### config.mk
export PLATFORM = sky130hd
export DESIGN_NAME = mem_port_arbiter
export DESIGN_NICKNAME = d
export VERILOG_FILES = /design/src/rtl/mem_arb_pkg.sv /design/src/rtl/mem_port_arbiter.sv
export SDC_FILE = /design/constraint.sdc
export NUM_CORES = 1
export LEC_CHECK = 0
export ABC_AREA = 1
export CAP_MARGIN = 20
export CORE_MARGIN = 3
export CORE_UTILIZATION = 40
export DETAILED_ROUTE_END_ITERATION = 12
export PLACE_DENSITY = 0.72
export SYNTH_ARGS = -nofsm -noshare
export SYNTH_HDL_FRONTEND = slang
export SYNTH_SLANG_ARGS = --single-unit
### constraint.sdc
create_clock -name clk -period 1.5 [get_ports clk]
set_input_delay 0.15 -clock clk [delete_from_list [all_inputs] [get_ports clk]]
set_output_delay 0.15 -clock clk [all_outputs]
set_load 0.05 [all_outputs]
### src/rtl/mem_arb_pkg.sv
// Shared types and defaults for the two-requester memory port arbiter.
package mem_arb_pkg;

  typedef enum logic [1:0] {IDLE, ISSUE, WAIT, RESP} state_t;

  typedef enum logic {OWN_FETCH = 1'b0, OWN_EXEC = 1'b1} owner_t;

  localparam int RD_LAT_DEF     = 1;
  localparam int STARVE_MAX_DEF = 3;

endpackage

### src/rtl/mem_port_arbiter.sv
// Serialises fetch (read-only) and exec (read/write) accesses onto the single
// memory port, one outstanding transaction at a time, with fetch anti-starvation.
module mem_port_arbiter
  import mem_arb_pkg::*;
#(
  parameter int RD_LAT     = RD_LAT_DEF,
  parameter int STARVE_MAX = STARVE_MAX_DEF
) (
  input  logic       clk,
  input  logic       rst,
  input  logic       flush,
  input  logic       f_req,
  input  logic [7:0] f_addr,
  output logic       f_ack,
  output logic       f_done,
  output logic [7:0] f_rdata,
  input  logic       x_req,
  input  logic       x_we,
  input  logic [7:0] x_addr,
  input  logic [7:0] x_wdata,
  output logic       x_ack,
  output logic       x_done,
  output logic [7:0] x_rdata,
  output logic [7:0] mem_addr,
  output logic [7:0] mem_data_out,
  output logic       mem_we,
  input  logic [7:0] mem_data_in,
  output logic       busy
);

  state_t     state;
  owner_t     owner;
  logic       xact_wr;
  logic       cancel;
  logic [3:0] starve_cnt;
  logic [2:0] wait_cnt;

  logic f_elig, fetch_wins, fetch_kill, cap;

  always_comb begin
    f_elig     = f_req && !flush;
    fetch_wins = f_elig && (!x_req || starve_cnt == 4'(STARVE_MAX));
    // a flush landing in the capture or done cycle itself must also suppress
    fetch_kill = cancel || flush;
    cap        = (state == ISSUE && !xact_wr && RD_LAT == 1) ||
                 (state == WAIT && wait_cnt == 3'd0);
  end

  always_ff @(posedge clk) begin
    if (rst) begin
      state        <= IDLE;
      owner        <= OWN_FETCH;
      xact_wr      <= 1'b0;
      cancel       <= 1'b0;
      starve_cnt   <= '0;
      wait_cnt     <= '0;
      f_ack        <= 1'b0;
      f_done       <= 1'b0;
      f_rdata      <= '0;
      x_ack        <= 1'b0;
      x_done       <= 1'b0;
      x_rdata      <= '0;
      mem_addr     <= '0;
      mem_data_out <= '0;
      mem_we       <= 1'b0;
      busy         <= 1'b0;
    end else begin
      f_ack  <= 1'b0;
      x_ack  <= 1'b0;
      f_done <= 1'b0;
      x_done <= 1'b0;

      if (state != IDLE && owner == OWN_FETCH && flush) cancel <= 1'b1;

      if (cap) begin
        if (owner == OWN_EXEC)  x_rdata <= mem_data_in;
        else if (!fetch_kill)   f_rdata <= mem_data_in;
      end

      case (state)
        IDLE: begin
          cancel <= 1'b0;
          if (fetch_wins) begin
            owner        <= OWN_FETCH;
            xact_wr      <= 1'b0;
            mem_addr     <= f_addr;
            mem_data_out <= '0;
            mem_we       <= 1'b0;
            f_ack        <= 1'b1;
            starve_cnt   <= '0;
            busy         <= 1'b1;
            state        <= ISSUE;
          end else if (x_req) begin
            owner        <= OWN_EXEC;
            xact_wr      <= x_we;
            mem_addr     <= x_addr;
            mem_data_out <= x_wdata;
            mem_we       <= x_we;
            x_ack        <= 1'b1;
            busy         <= 1'b1;
            state        <= ISSUE;
            // exec only beats an eligible fetch below the limit, so no overflow
            if (f_elig) starve_cnt <= starve_cnt + 4'd1;
          end
        end
        ISSUE: begin
          mem_we <= 1'b0;
          if (xact_wr || RD_LAT == 1) begin
            state <= RESP;
          end else begin
            wait_cnt <= 3'(RD_LAT - 1);
            state    <= WAIT;
          end
        end
        WAIT: begin
          if (wait_cnt == 3'd0) state <= RESP;
          else                  wait_cnt <= wait_cnt - 3'd1;
        end
        RESP: begin
          if (owner == OWN_EXEC) x_done <= 1'b1;
          else                   f_done <= !fetch_kill;
          cancel <= 1'b0;
          busy   <= 1'b0;
          state  <= IDLE;
        end
        default: state <= IDLE;
      endcase
    end
  end

endmodule

* After elaboration in Yosys (flattened, before gate mapping) *
Cells that the tools add are included.

operators by class
  muxes and demuxes = 21
  eq/ne operators = 6
  reductions and logical operators = 33
  bitwise logic cells = 5
  add/sub/neg operators = 2

operators with widths
  kind                                                 number
  two-way mux 8 bit                                    4
  two-way mux 4 bit                                    3
  AND reduction 2 bit                                  6
  nonzero test 2 bit                                   5
  OR reduction 3 bit                                   3
  two-way mux 1 bit                                    8
  case mux 2 bit (4 select lines)                      1
  logical AND 1 bit                                    6
  two-way mux 2 bit                                    3
  AND reduction 3 bit                                  2
  NOT 1 bit                                            5
  adder 4 x 1 -> 4 bit, second input constant          1
  equality test 2 bit, second input constant           2
  equality test 4 x 2 -> 1 bit, second input constant  1
  zero test 1 bit                                      4
  case mux 1 bit (2 select lines)                      2
  OR reduction 2 bit                                   2
  zero test 3 bit                                      1
  logical OR 1 bit                                     3
  != test 3 bit, second input constant                 1
  subtractor 3 x 1 -> 3 bit, second input constant     1
  equality test 2 x 1 -> 1 bit, second input constant  1
  zero test 2 bit                                      1
  != test 2 x 1 -> 1 bit, second input constant        1

storage, ports and cells
  bits of input ports = 38
  register bits = 50

* Longest topological paths before layout *
Gate-level depths: netlist of the first run.

  depth after elaboration = 5
  depth in mapped cells = 10
  gate-level depth less buffers = 9

* Worst setup path before layout of the first run *
No wires, ideal clock.

  kind = register to register
  start = reg state[0]
  end = reg x_rdata[0]
  arrival = 1.252 ns
  data required time = 1.384 ns
  setup slack = 0.132 ns
  period minus slack after synthesis = 1.368 ns
  buffers on the path = 0
  stages on the path, launching flop included = 9
  path through = dfxtp_1 > inv_1 > ha_1 > nand3_1 > o21ai_2 > nand2_2 > clkinv_2 > nor2_1 > nor2_1

between the ends
  longest elaborated chain between the ends = 4
  elaborated cells on any way between the ends = 6

RTL lines
  item                                                                 line                                            RTL
  start: declaration                                                   mem_port_arbiter.sv:31                          state_t state;
  start signal: assignment                                             mem_port_arbiter.sv:51                          state <= IDLE;
  start signal: assignment                                             mem_port_arbiter.sv:92                          state <= ISSUE;
  start signal: assignment                                             mem_port_arbiter.sv:101                         state <= ISSUE;
  equality test 2 x 1 -> 1 bit or equality test 2 bit (tied branches)  mem_port_arbiter.sv:45, mem_port_arbiter.sv:46
  logical AND 1 bit (on tied branches)                                 mem_port_arbiter.sv:45, mem_port_arbiter.sv:46
  logical OR 1 bit (*)                                                 mem_port_arbiter.sv:45                          cap = (state == ISSUE && !xact_wr && RD_LAT == 1) ||
  AND reduction 2 bit (no line) (*)                                    -
  end signal: assignment                                               mem_port_arbiter.sv:76                          if (owner == OWN_EXEC) x_rdata <= mem_data_in;
  end: declaration                                                     mem_port_arbiter.sv:23                          output logic [7:0] x_rdata,

Every way passes the cells marked *; elsewhere a longest branch is shown, timed or not.
A chain may end at the register's enable or synchronous reset.

* Final worst setup path of the first run *
  start = reg state[1]
  end = reg mem_data_out[4]

between the ends
  longest elaborated chain between the ends = 2

RTL lines
  item                           line                    RTL
  zero test 2 bit                mem_port_arbiter.sv:80  case (state)
  AND reduction 2 bit (no line)  -
  end signal: assignment         mem_port_arbiter.sv:97  mem_data_out <= x_wdata;
  end: declaration               mem_port_arbiter.sv:25  output logic [7:0] mem_data_out,

Every way passes these cells.

==> results of run 1 <==
[synthesized netlist by cell type, types with 2 or more instances]
library cell,n
nand2_1,51
dfxtp_1,50
nor2_1,37
nand3_1,35
a21oi_1,25
inv_1,25
o21ai_0,14
ha_1,8
buf_6,4
nand2_4,4
clkbuf_1,2
inv_2,2
nand2_2,2
nor4_1,2
o21ai_1,2
xor2_1,2
[state kept, by name, indices dropped and copies added (netlist names), 2 cells and up]
| name | cells |
|---|---|
| f_rdata | 8 |
| x_rdata | 8 |
| starve_cnt | 4 |
| wait_cnt | 3 |
| state | 2 |
| mem_addr | 8 |
| mem_data_out | 8 |
[cells by family (layout without fill, tap and decap cells)]
group | after synthesis | after routing | share of synthesized area [%]
adder cells (fa/ha/maj) | 8 | 8 | 4.585
buffers and inverters | 38 | 122 | 8.768
flip-flops | 50 | 50 | 45.85
AO/OA/AOI/OAI | 44 | 44 | 10.43
XOR/XNOR | 2 | 2 | 0.8024
AND/OR/NAND/NOR | 139 | 139 | 29.57
[final cells by class]
type / count / area, µm² / share of cell area (%)
Clock buffer: 5 / 68.82 / 2.262
Inverter: 29 / 117.6 / 3.867
Tap cell: 70 / 87.58 / 2.879
Timing Repair Buffer: 85 / 743.2 / 24.43
Clock inverter: 3 / 21.27 / 0.6993
Multi-Input combinational cell: 193 / 1001 / 32.91
Sequential cell: 50 / 1002 / 32.95
[where the power goes]
part / internal, mW / switching, mW
sequential: 1.54 / 0.135
combinational: 0.627 / 1.17
clock: 0.328 / 0.460
[timing repair]
action / CTS / global route
setup buffers: 0 / 0
setup endpoints to repair: 0 / 24
resized for setup: 0 / 5
[per-layer routing]
layer / wire [µm] / up-vias / GRT usage (%)
li1: - / 1072 / -
met1: 2193 / 884 / 19.23
met2: 2359 / 71 / 28.06
met3: 446 / 7 / 5.982
met4: 63 / 0 / 5.743
met5: 0 / - / 0
[worst min-delay path, delay by kind of cell]
family	cells	cell delay, ns
buffers and inverters	1	0.39
AND/OR/NAND/NOR	1	0.08
AO/OA/AOI/OAI	1	0.06
[worst max path at each step]
stage	slack, ns	cells past startpoint	start	endpoint
6_report	0.09	7	state[1]	mem_data_out[4]
5_1_grt	0.004	7	state[1]	starve_cnt[0]
4_1_cts	0.01	7	state[1]	mem_data_out[4]
3_5_place_dp	0.03	7	x_req	mem_data_out[7]
3_3_place_gp	0.06	9	flush	mem_addr[2]
2_1_floorplan	0.13	8	state[0]	x_rdata[0]
==> flow_summary.ini, run 1 <==
[global_routing]
grt_first_pass_wirelength_um = 8376
grt_max_degree = 30
overflow = 0
track_usage_pct = 16.59
antenna_found_initial = 0
grt_pass1_vias = 1918

[worst_setup_path]
cp_top_family = buffers and inverters
worstPathBufferInverterCount = 3
path_class = register to register
critPathLaunchType = register
worstPathArrival_ns = 1.65
path_max_fanout = 11
reg2reg_from = state[1]
crit_path_end_kind = register
cp_common_cell = buf_4
path_cells = inv_1, ha_1, buf_4, nand2_4, buf_4, nand2_1, a21oi_1
rrSetupSlack_ns = 0.09
r2r-end = mem_data_out[4]
crit_slowest_cell = dfxtp_2
critical_path_required_ns = 1.74
reg2reg_depth = 7
max_stage_delay_ns = 0.37

[timing]
fin_crit_ns = 1.406
setup_violations = 0
worst_pin_slew_ns = 0.3237
hold_viol_final = 0
fmax_ghz = 0.7110
rsz0062_at_grt = no
fin_tns_setup_ns = 0
slew_headroom_pct = 78.39
maxSlewViolCount = 0
skew_ns = 0.005204
fin_crit_sh_pct = 93.76
finalWorstSetupSlack_ns = 0.09362
hold_slack_ns = 0.4110

[synth]
synthCells = 281
synth_top_area_cell = dfxtp_1
synth-seq-cells = 50
synth_edf_count = 0
dominantRegCellSynth = dfxtp_1
async_flop_share_pct = 0
syn_area_mm2 = 0.002183
ys_seq_area_share_pct = 45.85
synthTopCellsByArea = dfxtp_1, nand2_1, nand3_1, nor2_1, a21oi_1
synth_top_cell_area_share_pct = 45.85
syn_nets = 327
synth.distinct_cells = 32
postSynthAreaPerCell_um2 = 7.770
ys_warn_count = 0

[placement]
place_area_mm2 = 0.002935
place_ws_ns = 0.02908
portBuffers = 75
hpwl_um = 3791
place_inst = 427
gp_congestion = 0.7907

[clock_network]
tritoncts = done
htree_levels = 2
insertion_delay_ns = 0.31
postCtsHoldBufs = 0
clock_sinks = 50
clk_pin_slew_ns = 0.09
clock_path_buffers = 2
cts_buffers = 5
cts_root_buf = clkbuf_8

[die]
die_x_um = 79.88
dieArea_mm2 = 0.006381
die_height_um = 79.88
initial_core_util_pct = 41.95
io_pins = 76
num_rows = 26
coreArea_mm2 = 0.005205

[cells_and_area]
fill_cells = 515
final_area_mm2 = 0.003042
nets = 410
mostFrequentLayoutCell = nand2_1
final_util_pct = 58.44
layout-drive-gt1-share_pct = 19.73
final_cell_mix = nand2_1, dfxtp_1, buf_4, nor2_1, clkdlybuf4s50_1
stdcell_count = 435
antenna_cells = 0
area_growth_syn_to_layout_pct = 39.31

[routing]
wl_um = 5062
wl_per_cell_um = 11.64
drtIter0Drc = 55
vias_per_cell = 4.676
ant_nets = 0
vias = 2034
drcViolationCount = 0
first_pass_iters = 4

[power]
total_power_mw = 4.262
leakage_nw = 1.378
powerDensity_mw_per_mm2 = 1401
ir_drop_v = 0.0005705

[hold_path]
hold_path.class = input port to register
whs_path_depth = 3
hold_path_end = mem_data_out[1]
hold_start = x_wdata[1]

[status]
status = completed

[flow_run]
max_cap_violations = 0
Note: power is estimated with default switching activity, not from simulation.
==> inputs of run 2 (changes only) <==
- ABC_CLOCK_PERIOD_IN_PS: not set -> 1500
==> results of run 2 <==
The final DEF is identical to that of run 1; final timing and power are the same.
